<file path="config.mk">
export PLATFORM = sky130hd
export DESIGN_NAME = t1s_tick
export DESIGN_NICKNAME = d
export VERILOG_FILES = /design/src/rtl/t1s_tick.sv
export SDC_FILE = /design/constraint.sdc
export NUM_CORES = 1
export LEC_CHECK = 0
export ABC_AREA = 1
export CORE_UTILIZATION = 51
export DETAILED_ROUTE_END_ITERATION = 8
export GPL_ROUTABILITY_DRIVEN = 0
export GPL_TIMING_DRIVEN = 0
export HOLD_SLACK_MARGIN = 0.02
export PLACE_DENSITY = 0.75
export SLEW_MARGIN = 30
export SYNTH_ARGS = -nofsm -noshare
export SYNTH_HDL_FRONTEND = slang
export SYNTH_SLANG_ARGS = --single-unit
</file>
<file path="constraint.sdc">
create_clock -name clk -period 2.11 [get_ports clk]
set_input_delay 0.422 -clock clk [delete_from_list [all_inputs] [get_ports clk]]
set_output_delay 0.422 -clock clk [all_outputs]
set_load 0.005 [all_outputs]
</file>
<file path="src/rtl/t1s_tick.sv">
// t1s_tick: divides clk to a one-cycle strobe s every CLK_FREQ_HZ/TICK_HZ clocks.
//   clk       in   system clock, rising edge
//   rst_n     in   asynchronous active-low reset
//   s         out  one-cycle tick strobe
//   tog       out  toggles on every tick
//   sec_count out  ticks since reset, wraps modulo 2^CNT_W
module t1s_tick #(
  parameter int unsigned CLK_FREQ_HZ = 50_000_000,
  parameter int unsigned TICK_HZ     = 1,
  parameter int unsigned CNT_W       = 16
) (
  input  logic             clk,
  input  logic             rst_n,
  output logic             s,
  output logic             tog,
  output logic [CNT_W-1:0] sec_count
);
  // Guarded division keeps elaboration alive long enough for the check below to report.
  localparam int unsigned DIV = (TICK_HZ == 0) ? 1 : CLK_FREQ_HZ / TICK_HZ;
  localparam int unsigned CW = (DIV > 1) ? $clog2(DIV) : 1;
  localparam logic [CW-1:0] LAST = CW'(DIV - 1);
  if (TICK_HZ == 0 || TICK_HZ > CLK_FREQ_HZ) begin : g_bad_div
    $error("t1s_tick: TICK_HZ must be in 1..CLK_FREQ_HZ");
  end
  logic [CW-1:0]    cnt_q, cnt_d;
  logic             s_q, s_d, tog_q, tog_d;
  logic [CNT_W-1:0] sec_q, sec_d;
  logic             wrap;
  always_comb begin
    wrap  = cnt_q == LAST;
    cnt_d = wrap ? '0 : cnt_q + CW'(1);
    s_d   = wrap;
    tog_d = tog_q ^ wrap;
    sec_d = sec_q + CNT_W'(wrap);
  end
  always_ff @(posedge clk or negedge rst_n) begin
    if (!rst_n) begin
      cnt_q <= '0;
      s_q   <= 1'b0;
      tog_q <= 1'b0;
      sec_q <= '0;
    end else begin
      cnt_q <= cnt_d;
      s_q   <= s_d;
      tog_q <= tog_d;
      sec_q <= sec_d;
    end
  end
  assign s         = s_q;
  assign tog       = tog_q;
  assign sec_count = sec_q;
endmodule

</file>
==> key figures, run 1 <==
Clock tree
  – Latest clock arrival within the worst-skew pair: ~0.30 ns
  – Maximum buffer depth of the clock tree: 2
  – Number of levels in the clock H-tree: 2
  – Clock transition at the register clock pins on the worst setup and hold paths after CTS: 0.08 ns
  – Number of clock sinks seen by CTS: 44
  – CTS tree: done
  – Number of clock buffers inserted by TritonCTS: 5
  – Library cell used as clock root buffer: sky130_fd_sc_hd__clkbuf_8
  – Hold-fix buffer count after cts: 0

Critical path
  – Ordered list of cells on the worst path: ha_4 > nand2_4 > inv_4 > nand2_4 > nor3_4 > ha_2 > ha_4 > nand3_4 > nor3_4 > buf_4 > xor2_1
  – Internal reg-to-reg setup slack: approximately 0.10 ns
  – Data arrival time of the worst path: 2.23 ns
  – RR Startpoint: cnt_q[1]
  – Required time at the worst-slack endpoint: approximately 2.3 ns
  – Delay of the slowest cell on the worst path: 0.40 ns
  – Kind of capture point of the worst setup path: flop
  – Startpoint class of the critical path: flop
  – Max FO, Critical Path: 3
  – Reg-to-Reg End: sec_count[8]
  – WS Path Type: flop to flop
  – Critical path's slowest cell: sky130_fd_sc_hd__dfrtp_1
  – Number of cells traversed by the worst register-to-register path: 11

Synthesis
  – Synthesized-area fraction occupied by ao, oa, aoi and oai cells: 0.0251
  – Top cells by area in the synthesized netlist: sky130_fd_sc_hd__dfrtp_1, sky130_fd_sc_hd__nand2_1, sky130_fd_sc_hd__nor2_1
  – Cell with the most instances after synthesis: sky130_fd_sc_hd__nand2_1
  – Fraction of registers with async set or reset after synthesis: 1.00
  – Sequential fraction of the synthesis area: 0.480
  – Post-synthesis share of cell area spent on xor and xnor gates: 0.0878
  – Mux contribution to synthesized area: 0
  – Avg Cell Area, Syn: 8.08 µm²
  – Post-synth EDFFs: 0
  – Synthesized area: 2290 µm²
  – Dominant combinational cell family by area after synthesis: simple AND/OR/NAND/NOR gates
  – Number of synthesized register bits: 44
  – Synthesized-area fraction occupied by and/or/nand/nor cells: 0.336
  – Dominant cell type by area after synthesis: sky130_fd_sc_hd__dfrtp_1
  – Post-synth net total: 289
  – Warnings, synthesis: 0
  – Yosys cell types: 22
  – Post-synthesis instance total: 284
  – Proportion of netlist area held by the largest area contributor: 0.480
  – Leading cell types by count after synthesis: sky130_fd_sc_hd__nand2_1, sky130_fd_sc_hd__nor2_1, sky130_fd_sc_hd__dfrtp_1, sky130_fd_sc_hd__inv_1, sky130_fd_sc_hd__nand3_1
  – Top_reg_cell synth: sky130_fd_sc_hd__dfrtp_1
  – Area share of fa/ha/maj cells after synthesis: 0.0164

GRT
  – Remaining global-route overflow: 0
  – Vias in the first global route: 1854
  – Number of antenna violations at the first check in global routing: 0
  – Overall global routing resource usage: 0.216
  – Pin count of the biggest net entering global routing: 45
  – Wire length of the first global-routing pass: 8.17 mm

STA
  – Setup violations, final: 0
  – Min cycle time layout: 2.01 ns
  – Number of hold violations in the final report: 0
  – Tightest hold margin: 0.101 ns
  – Least-Margin Pin Slew: about 0.55 ns
  – Fraction of the cycle the final worst path needs: 0.953
  – Worst-case headroom to the max-slew limit: 0.634
  – Max Transition Viols Final: 0
  – Maximum clock frequency: 497 MHz
  – Clk_skew: 0.00969 ns

Die
  – Die extent in y: between 60 and 70 µm
  – Starting density of the core: 0.530
  – I/O pin count: 20
  – Core area: 4320 µm²
  – Die width: around 69 µm
  – Row Count: 24
  – Total Die Area: 4770 µm²

Power and ir drop
  – Leak pwr: 1.39 nW
  – Clock Power Share: 0.371
  – Total net switching power: 0.000296 W
  – IR Drop Worst-Case VDD: 0.314 mV
  – PD cells: 478 nW/µm²
  – Combinational share of power: 0.012
  – P_int: 0.00107 W
  – Share of total power consumed by net switching: 0.217
  – Reg power frac: 0.617

Drt
  – Via count: 1916
  – Post-detailed-route via-to-cell ratio: about 5
  – Total iterations of the first detailed-routing run: 6
  – Iteration-0 DRC Markers: slightly above 60
  – Final routed wire length divided by cell count: 12.5 µm
  – Drt drc: 0
  – Routed Wire Length: around 4.8 mm
  – Detail Route Antenna Nets: 0

Hold path
  – Path class of the lowest-slack min-delay path: primary input to asynchronous set/reset pin

Cells and area
  – Final net count: 335
  – Synthesis-to-layout area growth: 24.7%
  – Antenna Cells: 0
  – Fraction of final layout cells sized beyond drive strength 1: 0.179
  – Core utilization of the finished layout: 0.661

Flow run
  – Maximum Capacitance Violations: 0

Status
  – Status: finished, final reports clean

Placed design
  – DPL Wire Length: 3.27 mm
  – Port buffer count: 19
==> cell usage in the layout (no fill, tap or decap) <==
cell type	netlist	routed
sky130_fd_sc_hd__nor2_2	5	8
sky130_fd_sc_hd__nand3b_1	2	2
sky130_fd_sc_hd__clkbuf_1	0	1
sky130_fd_sc_hd__nor2_1	52	49
sky130_fd_sc_hd__inv_2	1	1
sky130_fd_sc_hd__inv_1	31	30
sky130_fd_sc_hd__ha_4	0	2
sky130_fd_sc_hd__and2_4	0	1
sky130_fd_sc_hd__buf_4	0	21
sky130_fd_sc_hd__a21oi_1	5	5
sky130_fd_sc_hd__nand3_4	0	1
sky130_fd_sc_hd__ha_2	0	1
sky130_fd_sc_hd__clkdlybuf4s50_1	0	18
sky130_fd_sc_hd__nand4_1	3	3
sky130_fd_sc_hd__dfrtp_1	44	44
sky130_fd_sc_hd__nand3_1	18	17
sky130_fd_sc_hd__xnor2_1	8	8
sky130_fd_sc_hd__nand2_4	1	3
sky130_fd_sc_hd__nor2_4	6	6
sky130_fd_sc_hd__nor3_1	3	2
sky130_fd_sc_hd__o21ai_0	2	2
sky130_fd_sc_hd__nor3_4	0	2
sky130_fd_sc_hd__clkbuf_8	0	5
sky130_fd_sc_hd__nand2_2	5	5
sky130_fd_sc_hd__clkinv_2	0	1
sky130_fd_sc_hd__nand2_1	74	72
sky130_fd_sc_hd__o21bai_1	3	3
sky130_fd_sc_hd__xor2_1	15	15
sky130_fd_sc_hd__inv_4	1	2
==> how the worst max path moves through the flow <==
stage	from	slack [ns]	cells past startpoint	endpoint
3_5_place_dp	cnt_q[0]	-0.35	11	sec_count[12]
5_1_grt	cnt_q[1]	-0.02	11	sec_count[8]
6_report	cnt_q[1]	0.1	11	sec_count[8]
3_3_place_gp	rst_n	-0.58	1	sec_count[15]
2_1_floorplan	cnt_q[0]	0.01	11	sec_count[10]
4_1_cts	cnt_q[24]	0.04	11	sec_count[8]
==> registers in the layout, summed over array words and instances (netlist names) <==
register,flops
tog,1
cnt_q,26
s,1
sec_count,16
==> critical path, delay by kind of cell, from the launching register on <==
family | cells | cell delay [ns]
simple gates | 5 | 0.62
fa+ha+maj | 3 | 0.56
flops | 1 | 0.40
buf+inv | 2 | 0.21
xor+xnor | 1 | 0.14
==> power by group through the flow <==
stage                     combinational, W  clock, W  sequential [W]
after floorplan             0.000000000511         0        0.000859
final                            0.0000167  0.000506        0.000842
after global placement           0.0000188         0        0.000859
after global routing             0.0000210  0.000545        0.000842
after detailed placement         0.0000184         0        0.000859
after CTS                        0.0000185  0.000517        0.000842
==> layout make-up <==
type	instances	area, µm²
fillers	365	1470
inverters	33	129
clock buffers	6	72.6
well taps	52	65.1
flip-flops and latches	44	1100
clock inverters	1	5.00
repair buffers	39	338
multi-input cells	207	1150
==> per-stage QoR <==
stage               area [µm²]  setup WS, ns  TNS [ns]  std cells  total power [W]
floorplan                 2290        0.0110         0        284         0.000859
finish                    2860        0.0995         0        382          0.00137
detailed placement        2550        -0.349     -1.42        355         0.000878
global route              2860       -0.0178   -0.0227        382          0.00141
CTS                       2780        0.0350         0        376          0.00138
global placement          2550        -0.577    -26.40        355         0.000878
==> repair_timing <==
action                                  4_1_cts  5_1_grt
hold endpoints to repair                      0        0
gates resized for setup                      13        8
endpoints found under the setup margin        7        5
pin swaps                                     5        6
setup buffers                                14        6
==> layer usage <==
metal	track usage	part of all wire	up-vias
met5	0	0	-
met4	0.0726	0.011	0
met3	0.0497	0.035	6
met2	0.326	0.45	36
met1	0.308	0.51	902
li1	-	-	972
==> cells by family after synthesis <==
| kind of cell | after synthesis |
|---|---|
| and+or+nand+nor | 171 |
| DFF | 44 |
| adders and majority gates | 3 |
| buffers and inverters | 33 |
| AOI/OAI and AO/OA | 10 |
| xor gates and xnor gates | 23 |
Power figures use the tool's default switching activity.
==> run 2: changes to the inputs <==
ABC_CLOCK_PERIOD_IN_PS = 2110   (was default)
==> results of run 2 <==
Final layout, timing and power as in run 1 (identical DEF).
